==> src/rtl/stream_cmd_sched.sv <==
// rtl/stream_cmd_sched.sv - round-robin read/write burst scheduler that splits bursts at page boundaries
// Issues one page-bounded command per chunk to the stream engine.
module stream_cmd_sched #(
  parameter int SHIELD_ADDR_WIDTH = 32,
  parameter int PAGE_OFFSET_WIDTH = 12,
  parameter int BEAT_BYTES_LOG    = 3,
  parameter int ID_WIDTH          = 4
) (
  input  logic                         clk,
  input  logic                         rst,
  input  logic                         rd_valid,
  output logic                         rd_ready,
  input  logic [SHIELD_ADDR_WIDTH-1:0] rd_addr,
  input  logic [7:0]                   rd_len,
  input  logic [ID_WIDTH-1:0]          rd_id,
  input  logic                         wr_valid,
  output logic                         wr_ready,
  input  logic [SHIELD_ADDR_WIDTH-1:0] wr_addr,
  input  logic [7:0]                   wr_len,
  input  logic [ID_WIDTH-1:0]          wr_id,
  output logic                         cmd_valid,
  input  logic                         cmd_ready,
  output logic [SHIELD_ADDR_WIDTH-1:0] cmd_addr,
  output logic [8:0]                   cmd_burst_count,
  output logic                         cmd_last,
  output logic                         cmd_is_write,
  output logic [ID_WIDTH-1:0]          cmd_id,
  output logic                         busy
);

  localparam int BW = PAGE_OFFSET_WIDTH - BEAT_BYTES_LOG;
  localparam int PW = SHIELD_ADDR_WIDTH - PAGE_OFFSET_WIDTH;
  localparam logic [BW:0] PAGE_BEATS = {1'b1, {BW{1'b0}}};

  typedef enum logic {IDLE, ISSUE} state_e;

  state_e                       state_q, state_d;
  logic                         ptr_q, ptr_d;
  logic [SHIELD_ADDR_WIDTH-1:0] addr_q, addr_d;
  logic [7:0]                   len_q, len_d;
  logic [ID_WIDTH-1:0]          id_q, id_d;
  logic                         wr_q, wr_d;
  logic [8:0]                   count_q, count_d;
  logic                         last_q, last_d;
  logic                         grant_wr;
  logic                         load;

  // Returns {last, count} for a chunk starting at beat offset boff with len+1 beats left.
  function automatic logic [9:0] chunk_f(input logic [BW-1:0] boff, input logic [7:0] len);
    logic [BW:0] remaining;
    logic [8:0]  need;
    remaining = PAGE_BEATS - {1'b0, boff};
    need      = {1'b0, len} + 9'd1;
    if ((BW+1)'(need) <= remaining) chunk_f = {1'b1, need};
    else                            chunk_f = {1'b0, 9'(remaining)};
  endfunction

  assign grant_wr = wr_valid && (!rd_valid || ptr_q);
  assign rd_ready = (state_q == IDLE) && !rst && rd_valid && !grant_wr;
  assign wr_ready = (state_q == IDLE) && !rst && grant_wr;

  always_comb begin
    state_d = state_q;
    ptr_d   = ptr_q;
    addr_d  = addr_q;
    len_d   = len_q;
    id_d    = id_q;
    wr_d    = wr_q;
    count_d = count_q;
    last_d  = last_q;
    load    = 1'b0;
    case (state_q)
      IDLE: begin
        if (rd_ready || wr_ready) begin
          addr_d  = grant_wr ? wr_addr : rd_addr;
          len_d   = grant_wr ? wr_len  : rd_len;
          id_d    = grant_wr ? wr_id   : rd_id;
          wr_d    = grant_wr;
          ptr_d   = !grant_wr;
          state_d = ISSUE;
          load    = 1'b1;
        end
      end
      ISSUE: begin
        if (cmd_ready) begin
          if (last_q) begin
            state_d = IDLE;
          end else begin
            addr_d = {addr_q[SHIELD_ADDR_WIDTH-1:PAGE_OFFSET_WIDTH] + PW'(1),
                      {PAGE_OFFSET_WIDTH{1'b0}}};
            len_d  = len_q - count_q[7:0];
            load   = 1'b1;
          end
        end
      end
      default: state_d = IDLE;
    endcase
    if (load) {last_d, count_d} = chunk_f(addr_d[PAGE_OFFSET_WIDTH-1:BEAT_BYTES_LOG], len_d);
  end

  always_ff @(posedge clk) begin
    if (rst) begin
      state_q <= IDLE;
      ptr_q   <= 1'b0;
      addr_q  <= '0;
      len_q   <= '0;
      id_q    <= '0;
      wr_q    <= 1'b0;
      count_q <= '0;
      last_q  <= 1'b0;
    end else begin
      state_q <= state_d;
      ptr_q   <= ptr_d;
      addr_q  <= addr_d;
      len_q   <= len_d;
      id_q    <= id_d;
      wr_q    <= wr_d;
      count_q <= count_d;
      last_q  <= last_d;
    end
  end

  assign cmd_valid       = (state_q == ISSUE);
  assign busy            = (state_q == ISSUE);
  assign cmd_addr        = addr_q;
  assign cmd_burst_count = count_q;
  assign cmd_last        = last_q;
  assign cmd_is_write    = wr_q;
  assign cmd_id          = id_q;

endmodule

==> config.mk <==
export PLATFORM = sky130hd
export DESIGN_NAME = stream_cmd_sched
export DESIGN_NICKNAME = d
export VERILOG_FILES = /design/src/rtl/stream_cmd_sched.sv
export SDC_FILE = /design/constraint.sdc
export NUM_CORES = 1
export LEC_CHECK = 0
export ABC_AREA = 1
export ABC_CLOCK_PERIOD_IN_PS = 8800
export CORE_MARGIN = 2
export CORE_UTILIZATION = 50
export DETAILED_ROUTE_END_ITERATION = 8
export HOLD_SLACK_MARGIN = 0.15
export PLACE_DENSITY = 0.84
export SETUP_SLACK_MARGIN = 0.4
export SLEW_MARGIN = 30
export SYNTH_ARGS = -nofsm -noshare
export SYNTH_HDL_FRONTEND = slang
export SYNTH_SLANG_ARGS = --single-unit
export TNS_END_PERCENT = 5
==> constraint.sdc <==
create_clock -name clk -period 8.8 [get_ports clk]
set_input_delay 0.88 -clock clk [delete_from_list [all_inputs] [get_ports clk]]
set_output_delay 0.88 -clock clk [all_outputs]
set_load 0.005 [all_outputs]
==> summary.md <==
| Metric | Value |
|---|---|
| 1st-iter DRT viols | `298` |
| Max_cap viols | `0` |
| Final net count | `960` |
| Syn nets | `834` |
| Ys Warns | `0` |
| Worst setup margin | `3.48 ns` |
| Top Layer Used | `met4` |
| Post-synthesis simple-gate area fraction | `between 40% and 50%` |
| Worst EP required | `9.04 ns` |
| DP Area | `about 5800 um2` |
| Postcts setup bufs | `0` |
| Final Hold Viols | `0` |
| CP Max Fanout | `39` |
| Area Growth Syn to Fin | `36.5%` |
| Routed wire length | `14400 um` |
| Critical path type | `in -> reg` |
| Max Clk Rate | `roughly 190 MHz` |
| Post-DR wirelength/cell | `15.0 um` |
| Die ar. | `9630 um2` |
| Root buffer selected by CTS | `clkbuf_8` |
| Worst reg2reg startpoint | `ptr_q$_SDFFE_PP0P_` |
| TritonRoute pass-1 iters | `8` |
| Final min period | `5.32 ns` |
| Hold_sp | `cmd_addr[1]$_SDFFE_PP0P_` |
| Worst-Margin Slew | `0.779 ns` |
| Hold Crit Class | `reg -> reg` |
| Met2 routed wirelength | `7050 um` |
| Worst Hold Depth | `2` |
| Critical Path Start Type | `primary input` |
| Avg Cell Area, Syn | `6.14 um2` |
| Reg2reg setup slack | `between 4 and 5 ns` |
| Hold Path Sink | `cmd_addr[1]$_SDFFE_PP0P_` |
| Commonest cells after routing, fill and taps aside | `nand2_1 (226), clkdlybuf4s50_1 (143), inv_1 (99)` |
| Slowest stage cell, crit path | `inv_1` |
| Status | `finished, final reports clean` |
| Gpl congestion | `0.964` |
| Dpl hpwl | `10800 um` |
| Core Area | `roughly 8600 um2` |
| Worst VDD drop | `just under 0.09 mV` |
| Pre-CTS setup slack | `3.19 ns` |
| Final period utilization | `60.4%` |
| Post-DRT Antenna Nets | `0` |
| Htree depth | `3` |
| Die extent in x | `98.1 um` |
| Port Buffers | `between 100 and 150` |
| Seq/Total Area, Yosys | `25.8%` |
| Yosys reg bits | `57` |
| GRT overflow | `0` |
| Vias in the first global route | `4928` |
| RSZ-0062 raised after global routing | `false` |
| Synth Instances | `721` |
| CTS tree | `built` |
| Number of vias per cell | `5.39` |
| Start point of the critical path | `rst` |
| Final Slew Violations | `0` |
| Critical path's largest stage delay | `roughly 0.73 ns` |
| Post-Synth XOR/XNOR Area | `1.98%` |
| Post-route cell area | `6050 um2` |
| DR WL met3 | `around 1200 um` |
| Synth Cell Area | `4430 um2` |
| I/O Pins | `~140` |
| Combined area of the multi-input logic cells | `2740 um2` |
| Largest family of logic cells by synthesized area | `simple AND/OR/NAND/NOR gates` |
| Clock transition at path regs | `0.08 ns` |
| Initial Utilization | `51.3%` |
| Compound-gate portion of the synthesized area | `12.9%` |
| Commonest non-fill, non-tap cell in the layout | `nand2_1` |
| Post-synth cell types | `46` |
| Clock Tree Buf Depth | `2` |
| GRT Overall Usage | `between 20% and 30%` |
| Final setup vio count | `0` |
| N_diodes | `0` |
| Share of layout cells above drive strength 1 | `6.92%` |
| Post-CTS sizing | `0` |
| R2R depth | `29` |
| Slew margin rel. | `47.9%` |
| Finished Core Util | `70.0%` |
| CTS Buf Count | `9` |
| CTS Hold Buffers Added | `0` |
| Register Area | `1140 um2` |
| M1 wire length | `~5700 um` |
| First-pass GRT wire length | `23100 um` |
| Initial antenna violation count | `0` |
| FF-to-FF End | `cmd_burst_count[1]$_SDFFE_PP0P_` |
| CP endpoint kind | `flip-flop` |
| Clk_lat worst skew | `0.35 ns` |
| WP data arrival | `~5.6 ns` |
| Number of fill cells in the layout | `761` |
| Vias | `5172` |
| Setup TNS Final | `0 ns` |
| Post-synthesis mux area share | `0%` |
| DRC viols | `0` |
| Largest net degree at the start of global routing | `42` |
| Post-Synth Adder-Cell Area | `under 10%` |
| Die height | `just under 100 um` |
| Clock Skew | `0.00744 ns` |
| Placement Rows | `34` |
| Clk sinks | `57` |
| Pwr dens | `167 nW/um2` |
| Critical path's most frequent cell | `nand2_1` |
| P_leak | `between 2 and 3 nW` |
## per-layer routing
metal	vias up	track usage, %
met3	32	6.30
li1	2569	-
met4	0	11.0
met2	249	52.4
met1	2322	34.9
met5	-	0
## layout make-up
type	count	area share, %
Clock buffer	10	2.28
Clock inverter	6	1.10
Inverter	102	6.33
Multi-Input combinational cell	532	45.3
Sequential cell	57	18.9
Tap cell	108	2.23
Timing Repair Buffer	145	23.9
## power by group
group / total, mW / internal, mW / switching [mW]
clock network: 0.257 / 0.139 / 0.119
logic: 0.443 / 0.189 / 0.254
registers: 0.312 / 0.285 / 0.0267
## metrics by stage
stage,power [mW],hold WS [ns],instances
after CTS,1.01,0.464,960
after floorplan,0.593,0.457,721
after global routing,1.08,0.485,960
final,1.01,0.460,960
after detailed placement,0.751,0.453,944
after global placement,0.740,0.449,944
## cells by family (layout without fill, tap and decap cells)
| group | count (synthesis) | count (layout) |
|---|---|---|
| AO/OA/AOI/OAI | 96 | 96 |
| XOR/XNOR | 10 | 10 |
| adder cells (fa/ha/maj) | 20 | 20 |
| buffers and inverters | 132 | 263 |
| flip-flops | 57 | 57 |
| AND/OR/NAND/NOR | 406 | 406 |
## synthesized netlist by cell type (all sizes together)
cell    instances  area share (%)
o211ai          5            0.85
dfxtp          57              26
o21bai          2            0.34
a31oi           9             1.3
a21boi          1            0.17
o21a            1            0.17
nor2           74             7.1
or2             8             1.1
nand3          48             6.3
o32ai           1            0.20
a21oi          29             3.4
buf            17             2.7
ha             19             5.4
nor3            7            0.79
a21o            2            0.34
a31o            2            0.40
o311ai          1            0.20
fa              1            0.45
nor3b           2            0.34
nand3b          4            0.68
nand4          25             3.8
nand2         237              21
o21ai          34             3.8
a22oi           5            0.85
a221o           2            0.45
xnor2           1            0.20
xor2            9             1.8
inv           102             8.6
o221ai          1            0.20
nor4            1            0.14
clkbuf         13             1.1
o31ai           1            0.17
## critical path, delay by kind of cell
kind	cells	cell delay, ns
and+or+nand+nor	18	2.27
buffers and inverters	6	1.83
adders and majority gates	1	0.30
AOI/OAI and AO/OA	2	0.26
## worst max path at each step
stage | cells after the start | endpoint
2_1_floorplan | 27 | cmd_burst_count[3]$_SDFFE_PP0P_
4_1_cts | 27 | cmd_burst_count[1]$_SDFFE_PP0P_
5_1_grt | 28 | cmd_burst_count[1]$_SDFFE_PP0P_
3_5_place_dp | 27 | cmd_burst_count[1]$_SDFFE_PP0P_
3_3_place_gp | 28 | cmd_burst_count[3]$_SDFFE_PP0P_
6_report | 27 | cmd_burst_count[1]$_SDFFE_PP0P_
## sequential cells by signal, summed over array words and instances (netlist names)
register,count
busy,1
cmd_addr,32
cmd_burst_count,9
cmd_id,4
cmd_is_write,1
cmd_last,1
len_q,8
ptr_q,1
Note: power is estimated with default switching activity, not from simulation.
